File: src/rtl/sprite_mem_pkg.sv
// rtl/sprite_mem_pkg.sv - shared sprite memory geometry constants and writer FSM state type
package sprite_mem_pkg;

    localparam int SPRITE_SIZE      = 20;
    localparam int SPRITE_PIXELS    = 400;
    localparam int ADDR_BG          = 16383;
    localparam int DEFAULT_MAX_SLOT = 39;

    typedef enum logic [1:0] {
        IDLE = 2'd0,
        LOAD = 2'd1,
        DONE = 2'd2
    } writer_state_t;

endpackage

File: src/rtl/sprite_pixel_counter.sv
// rtl/sprite_pixel_counter.sv - col/line position counter over one 20x20 sprite, row-major
module sprite_pixel_counter
    import sprite_mem_pkg::*;
(
    input  logic       clk_pixel,
    input  logic       reset,
    input  logic       clear,
    input  logic       enable,
    output logic [4:0] col,
    output logic [4:0] line,
    output logic       last
);

    localparam logic [4:0] EDGE = 5'(SPRITE_SIZE - 1);

    // advance col each enabled cycle; wrapping col steps line
    always_ff @(posedge clk_pixel) begin
        if (reset || clear) begin
            col  <= '0;
            line <= '0;
        end else if (enable) begin
            if (col == EDGE) begin
                col  <= '0;
                line <= (line == EDGE) ? '0 : line + 5'd1;
            end else begin
                col <= col + 5'd1;
            end
        end
    end

    assign last = (line == EDGE) && (col == EDGE);

endmodule

File: src/rtl/sprite_memory_writer.sv
// rtl/sprite_memory_writer.sv - loads 400-pixel sprites into sprite RAM (optional SPRITE_WRITE_BLANK_EN)
module sprite_memory_writer
    import sprite_mem_pkg::*;
#(
    parameter int DATA_W       = 9,
    parameter int SIZE_ADDRESS = 14,
    parameter int MAX_SLOT     = sprite_mem_pkg::DEFAULT_MAX_SLOT
) (
    input  logic                    clk_pixel,
    input  logic                    reset,
    input  logic                    cmd_valid,
    output logic                    cmd_ready,
    input  logic [8:0]              cmd_slot,
    input  logic                    pix_valid,
    output logic                    pix_ready,
    input  logic [DATA_W-1:0]       pix_data,
    input  logic                    abort,
`ifdef SPRITE_WRITE_BLANK_EN
    input  logic                    video_active,
`endif
    output logic                    mem_we,
    output logic [SIZE_ADDRESS-1:0] mem_address,
    output logic [DATA_W-1:0]       mem_data,
    output logic                    load_done,
    output logic                    load_error
);

    localparam logic [SIZE_ADDRESS-1:0] BG_ADDR = SIZE_ADDRESS'(ADDR_BG);

    writer_state_t          state_q, state_d;
    logic                   cmd_accept;
    logic                   pix_accept;
    logic                   cnt_clear;
    logic                   slot_illegal;
    logic                   blank_hold;
    logic [SIZE_ADDRESS-1:0] slot_base;
    logic [SIZE_ADDRESS-1:0] base_q;
    logic [SIZE_ADDRESS-1:0] pix_addr;
    logic [4:0]             col;
    logic [4:0]             line;
    logic                   last;

`ifdef SPRITE_WRITE_BLANK_EN
    // RAM port belongs to the display during active video
    assign blank_hold = video_active;
`else
    assign blank_hold = 1'b0;
`endif

    assign slot_illegal = cmd_slot > 9'(MAX_SLOT);
    assign slot_base    = SIZE_ADDRESS'(cmd_slot) * SIZE_ADDRESS'(SPRITE_PIXELS);
    assign pix_addr     = base_q
                        + SIZE_ADDRESS'(line) * SIZE_ADDRESS'(SPRITE_SIZE)
                        + SIZE_ADDRESS'(col);

    sprite_pixel_counter u_counter (
        .clk_pixel (clk_pixel),
        .reset     (reset),
        .clear     (cnt_clear),
        .enable    (pix_accept),
        .col       (col),
        .line      (line),
        .last      (last)
    );

    // FSM state register
    always_ff @(posedge clk_pixel) begin
        if (reset) begin
            state_q <= IDLE;
        end else begin
            state_q <= state_d;
        end
    end

    // next-state and handshake decode
    always_comb begin
        state_d    = state_q;
        cmd_ready  = 1'b0;
        pix_ready  = 1'b0;
        cmd_accept = 1'b0;
        pix_accept = 1'b0;
        cnt_clear  = 1'b0;
        case (state_q)
            IDLE: begin
                cmd_ready  = !reset;
                cmd_accept = cmd_valid && cmd_ready;
                cnt_clear  = 1'b1;
                if (cmd_accept && !slot_illegal) begin
                    state_d = LOAD;
                end
            end
            LOAD: begin
                pix_ready  = !abort && !reset && !blank_hold;
                pix_accept = pix_valid && pix_ready;
                if (abort) begin
                    state_d = IDLE;
                end else if (pix_accept && last) begin
                    state_d = DONE;
                end
            end
            DONE: begin
                state_d = IDLE;
            end
            default: begin
                state_d = IDLE;
            end
        endcase
    end

    // registered RAM write port, base latch and status pulses
    always_ff @(posedge clk_pixel) begin
        if (reset) begin
            mem_we      <= 1'b0;
            mem_address <= BG_ADDR;
            mem_data    <= '0;
            load_done   <= 1'b0;
            load_error  <= 1'b0;
            base_q      <= '0;
        end else begin
            mem_we     <= pix_accept;
            load_done  <= 1'b0;
            load_error <= 1'b0;
            if (pix_accept) begin
                mem_address <= pix_addr;
                mem_data    <= pix_data;
            end
            if (cmd_accept) begin
                if (slot_illegal) begin
                    load_error <= 1'b1;
                end else begin
                    base_q <= slot_base;
                end
            end
            if (state_q == DONE) begin
                load_done   <= 1'b1;
                mem_address <= BG_ADDR;
            end
            if (state_q == LOAD && abort) begin
                mem_address <= BG_ADDR;
            end
        end
    end

endmodule

File: config.mk
export PLATFORM = sky130hd
export DESIGN_NAME = sprite_memory_writer
export DESIGN_NICKNAME = d
export VERILOG_FILES = /design/src/rtl/sprite_mem_pkg.sv /design/src/rtl/sprite_pixel_counter.sv /design/src/rtl/sprite_memory_writer.sv
export SDC_FILE = /design/constraint.sdc
export NUM_CORES = 1
export LEC_CHECK = 0
export CAP_MARGIN = 0
export CORE_AREA = 10 10 101 76
export CTS_CLUSTER_SIZE = 28
export DETAILED_ROUTE_END_ITERATION = 12
export DIE_AREA = 0 0 111 86
export GPL_TIMING_DRIVEN = 0
export PLACE_DENSITY = 0.79
export SYNTH_ARGS = -nofsm -noshare
export SYNTH_HDL_FRONTEND = slang
export SYNTH_HIERARCHICAL = 1
export SYNTH_SLANG_ARGS = --single-unit
File: constraint.sdc
create_clock -name clk_pixel -period 3.71 [get_ports clk_pixel]
set_clock_uncertainty 0.1 [all_clocks]
set_input_delay 0.742 -clock clk_pixel [delete_from_list [all_inputs] [get_ports clk_pixel]]
set_output_delay 0.742 -clock clk_pixel [all_outputs]
set_load 0.03 [all_outputs]
==> results.yml <==
status:
  outcome: "finished, final reports clean"
die:
  start_util_pct: 52.9
  dieArea_mm2: 0.00955
  fp.dieH_um: 86
  ios: 51
  die-width_um: 111
  core-area_mm2: 0.00567
  fp-row-count: 23
place:
  dp_slack_ns: -0.134
  io_buffers: 50
  hpwl_um: 5490
  numPlacedInstances: 452
  place_congestion: 0.892
grt:
  grt_pass1_wl_um: 11600
  antenna_found_initial: 0
  grt_pass1_vias: 2357
  grt_overflow: 0
  grt_usage_pct: 14.2
  grt_max_degree: 17
timing:
  setup_viol: 0
  setup_slack_ns: 0.228
  rsz0062_at_grt: "false"
  holdWs_ns: 0.376
  hold_viol: 0
  fmax_mhz: 287
  worst_slew_pin_slew_ns: 0.556
  tns_ns: 0
  min_period_ns: 3.48
  fin_crit_sh_pct: 93.8
  relSlewSlack_pct: 62.6
  slew_viol_final: 0
clocking:
  cts_htree_levels: 2
  ctsHoldBuffers: 0
  numCtsBuffers: 5
  clock_sinks: 48
  cts_root_buffer: "clkbuf_8"
  clock_path_buffers: 2
  cts.clk_slew.worst_paths_ns: 0.09
  cts_tree: "done"
  clk_latency_ns: 0.30
critical_path:
  path_max_fanout: 4
  worst_setup_path_start_kind: "primary input"
  critPathKind: "primary input to register"
  cp.arrival_ns: 3.60
  endpoint_kind: "register"
  crit_required_ns: 3.83
routing:
  drcViolationCount: 0
  avgRoutedWirePerCell_um: 14.6
  viasPerCell: 5.19
  firstDrtPassIters: 4
  vias: 2388
  drt_wl_total_um: 6700
  first_iter_violations: 97
  ant_nets: 0
min_path:
  hp-class: "register to register"
logic_synthesis:
  ys_seq_area_share_pct: 32.0
  synth-seq-cells: 48
  post_synth.cell_area_avg_um2: 9.17
  synth_warnings: 6
  netlist_instances: 327
  synth_nets: 401
  ys_types: 44
  syn_area_mm2: 0.00300
layout:
  area_delta_synth_final_pct: 24.8
  antenna_cells: 0
  layout.cells.non_filler: 460
  nets: 458
  drive_gt1_share_pct: 6.23
pwr:
  max-vdd-ir-drop_uv: 209
  power_uw: 1160
  p_leak_uw: 0.00175
  p_per_area_mw_per_mm2: 311
flow_run:
  max-cap-violations: 0
## layer usage
metal / vias up / share of wire, % / global-route usage [%]
li1: 1241 / - / -
met1: 1102 / 52 / 19.1
met2: 43 / 42 / 22.4
met3: 2 / 5.2 / 4.18
met4: 0 / 0.34 / 2.12
met5: - / 0 / 0
## final timing paths
check / start / end / slack [ns] / cells past startpoint
hold / removal: mem_address[12]$_SDFFE_PP1P_ / mem_address[12]$_SDFFE_PP1P_ / 0.38 / 1
setup / recovery: cmd_slot[3] / base_q[13]$_SDFFE_PP0P_ / 0.23 / 12
setup reg to reg: u_counter/line[2]$_SDFFE_PP0P_ / mem_address[13]$_SDFFE_PP1P_ / 0.32 / 13
hold reg to reg: mem_address[12]$_SDFFE_PP1P_ / mem_address[12]$_SDFFE_PP1P_ / 0.38 / 1
## power by group
part           total (uW)  switching (uW)  leakage [uW]  internal, uW
combinational         188            92.9       0.00129          95.5
sequential            521            2.65      0.000388           519
clock                 454             183     0.0000687           271
## cell type report
cell class | count | area (um^2)
inverter | 22 | 82.6
clock buffer | 5 | 68.8
fill | 453 | 1930
clock inverter | 3 | 68.8
timing repair buffer | 50 | 500
buffer | 12 | 82.6
sequential | 48 | 961
multi-input combinational | 245 | 1890
tap | 75 | 93.8
## metrics by stage
stage / instance area [um^2] / util (%)
finish: 3740 / 66.0
global route: 3740 / 66.0
CTS: 3730 / 65.8
detailed placement: 3590 / 63.4
global placement: 3590 / 63.4
floorplan: 3000 / -
## cells in the mapped netlist (all sizes together)
cell type / instances / area (um^2)
and2b: 2 / 15.0
xor2: 5 / 43.8
o21a: 1 / 7.51
o22a: 1 / 8.76
nor3: 2 / 10.0
fa: 7 / 140
a22oi: 1 / 7.51
a31oi: 2 / 12.5
a211oi: 2 / 25.0
or2: 1 / 6.26
o31ai: 1 / 7.51
buf: 6 / 60.1
dfxtp: 48 / 961
o21ai: 10 / 50.1
nor4b: 1 / 15.0
nor2: 20 / 80.1
or3b: 1 / 8.76
inv: 22 / 82.6
nand4: 2 / 12.5
o211ai: 8 / 60.1
or4: 4 / 30.0
and4b: 1 / 10.0
a21oi: 16 / 80.1
xnor2: 16 / 140
nand2: 48 / 180
nand3: 8 / 40.0
a2111oi: 1 / 15.0
nor2b: 6 / 37.5
and3: 2 / 12.5
nand3b: 9 / 67.6
a32oi: 1 / 8.76
nor3b: 1 / 7.51
mux2i: 9 / 90.1
a21o: 9 / 67.6
ha: 44 / 551
nor4bb: 1 / 10.0
clkbuf: 6 / 22.5
o21bai: 2 / 15.0
## critical path, cell delays in order
cell	delay [ns]
clkdlybuf4s50_1	0.53
inv_1	0.08
ha_1	0.29
inv_1	0.05
ha_1	0.31
fa_1	0.46
ha_1	0.36
a21oi_2	0.18
o21bai_1	0.08
a21oi_1	0.18
xnor2_1	0.11
a211oi_2	0.22
## cells by family (layout without fill, tap and decap cells)
kind of cell / Yosys count / after routing / synth area share, %
and+or+nand+nor: 109 / 109 / 18.1
AOI/OAI and AO/OA: 55 / 55 / 12.2
adders and majority gates: 51 / 51 / 23.0
DFF: 48 / 48 / 32.0
buffers and inverters: 34 / 92 / 5.51
xor gates and xnor gates: 21 / 21 / 6.13
muxes: 9 / 9 / 3.00
## placed cells by master (no fill, tap or decap), drive strengths merged, types with 7 or more instances in the layout
| master | instances |
|---|---|
| a21o | 9 |
| o211ai | 8 |
| ha | 44 |
| clkbuf | 11 |
| fa | 7 |
| o21ai | 10 |
| nand2 | 48 |
| nand3b | 9 |
| clkdlybuf4s50 | 50 |
| nor2 | 20 |
| xnor2 | 16 |
| a21oi | 16 |
| mux2i | 9 |
| inv | 23 |
| nand3 | 8 |
| dfxtp | 48 |
## sequential cells by signal, summed over array words and instances, names as in the netlist
signal          count
u_counter/col       5
mem_data            9
u_counter/line      5
mem_we              1
base_q             10
mem_address        14
load_done           1
load_error          1
state_q             2
## repair_timing
action,in CTS,in global routing
setup buffers,0,0
resized for setup,0,2
setup endpoints to repair,0,3
No activity file was read; power rests on OpenSTA's default activity.
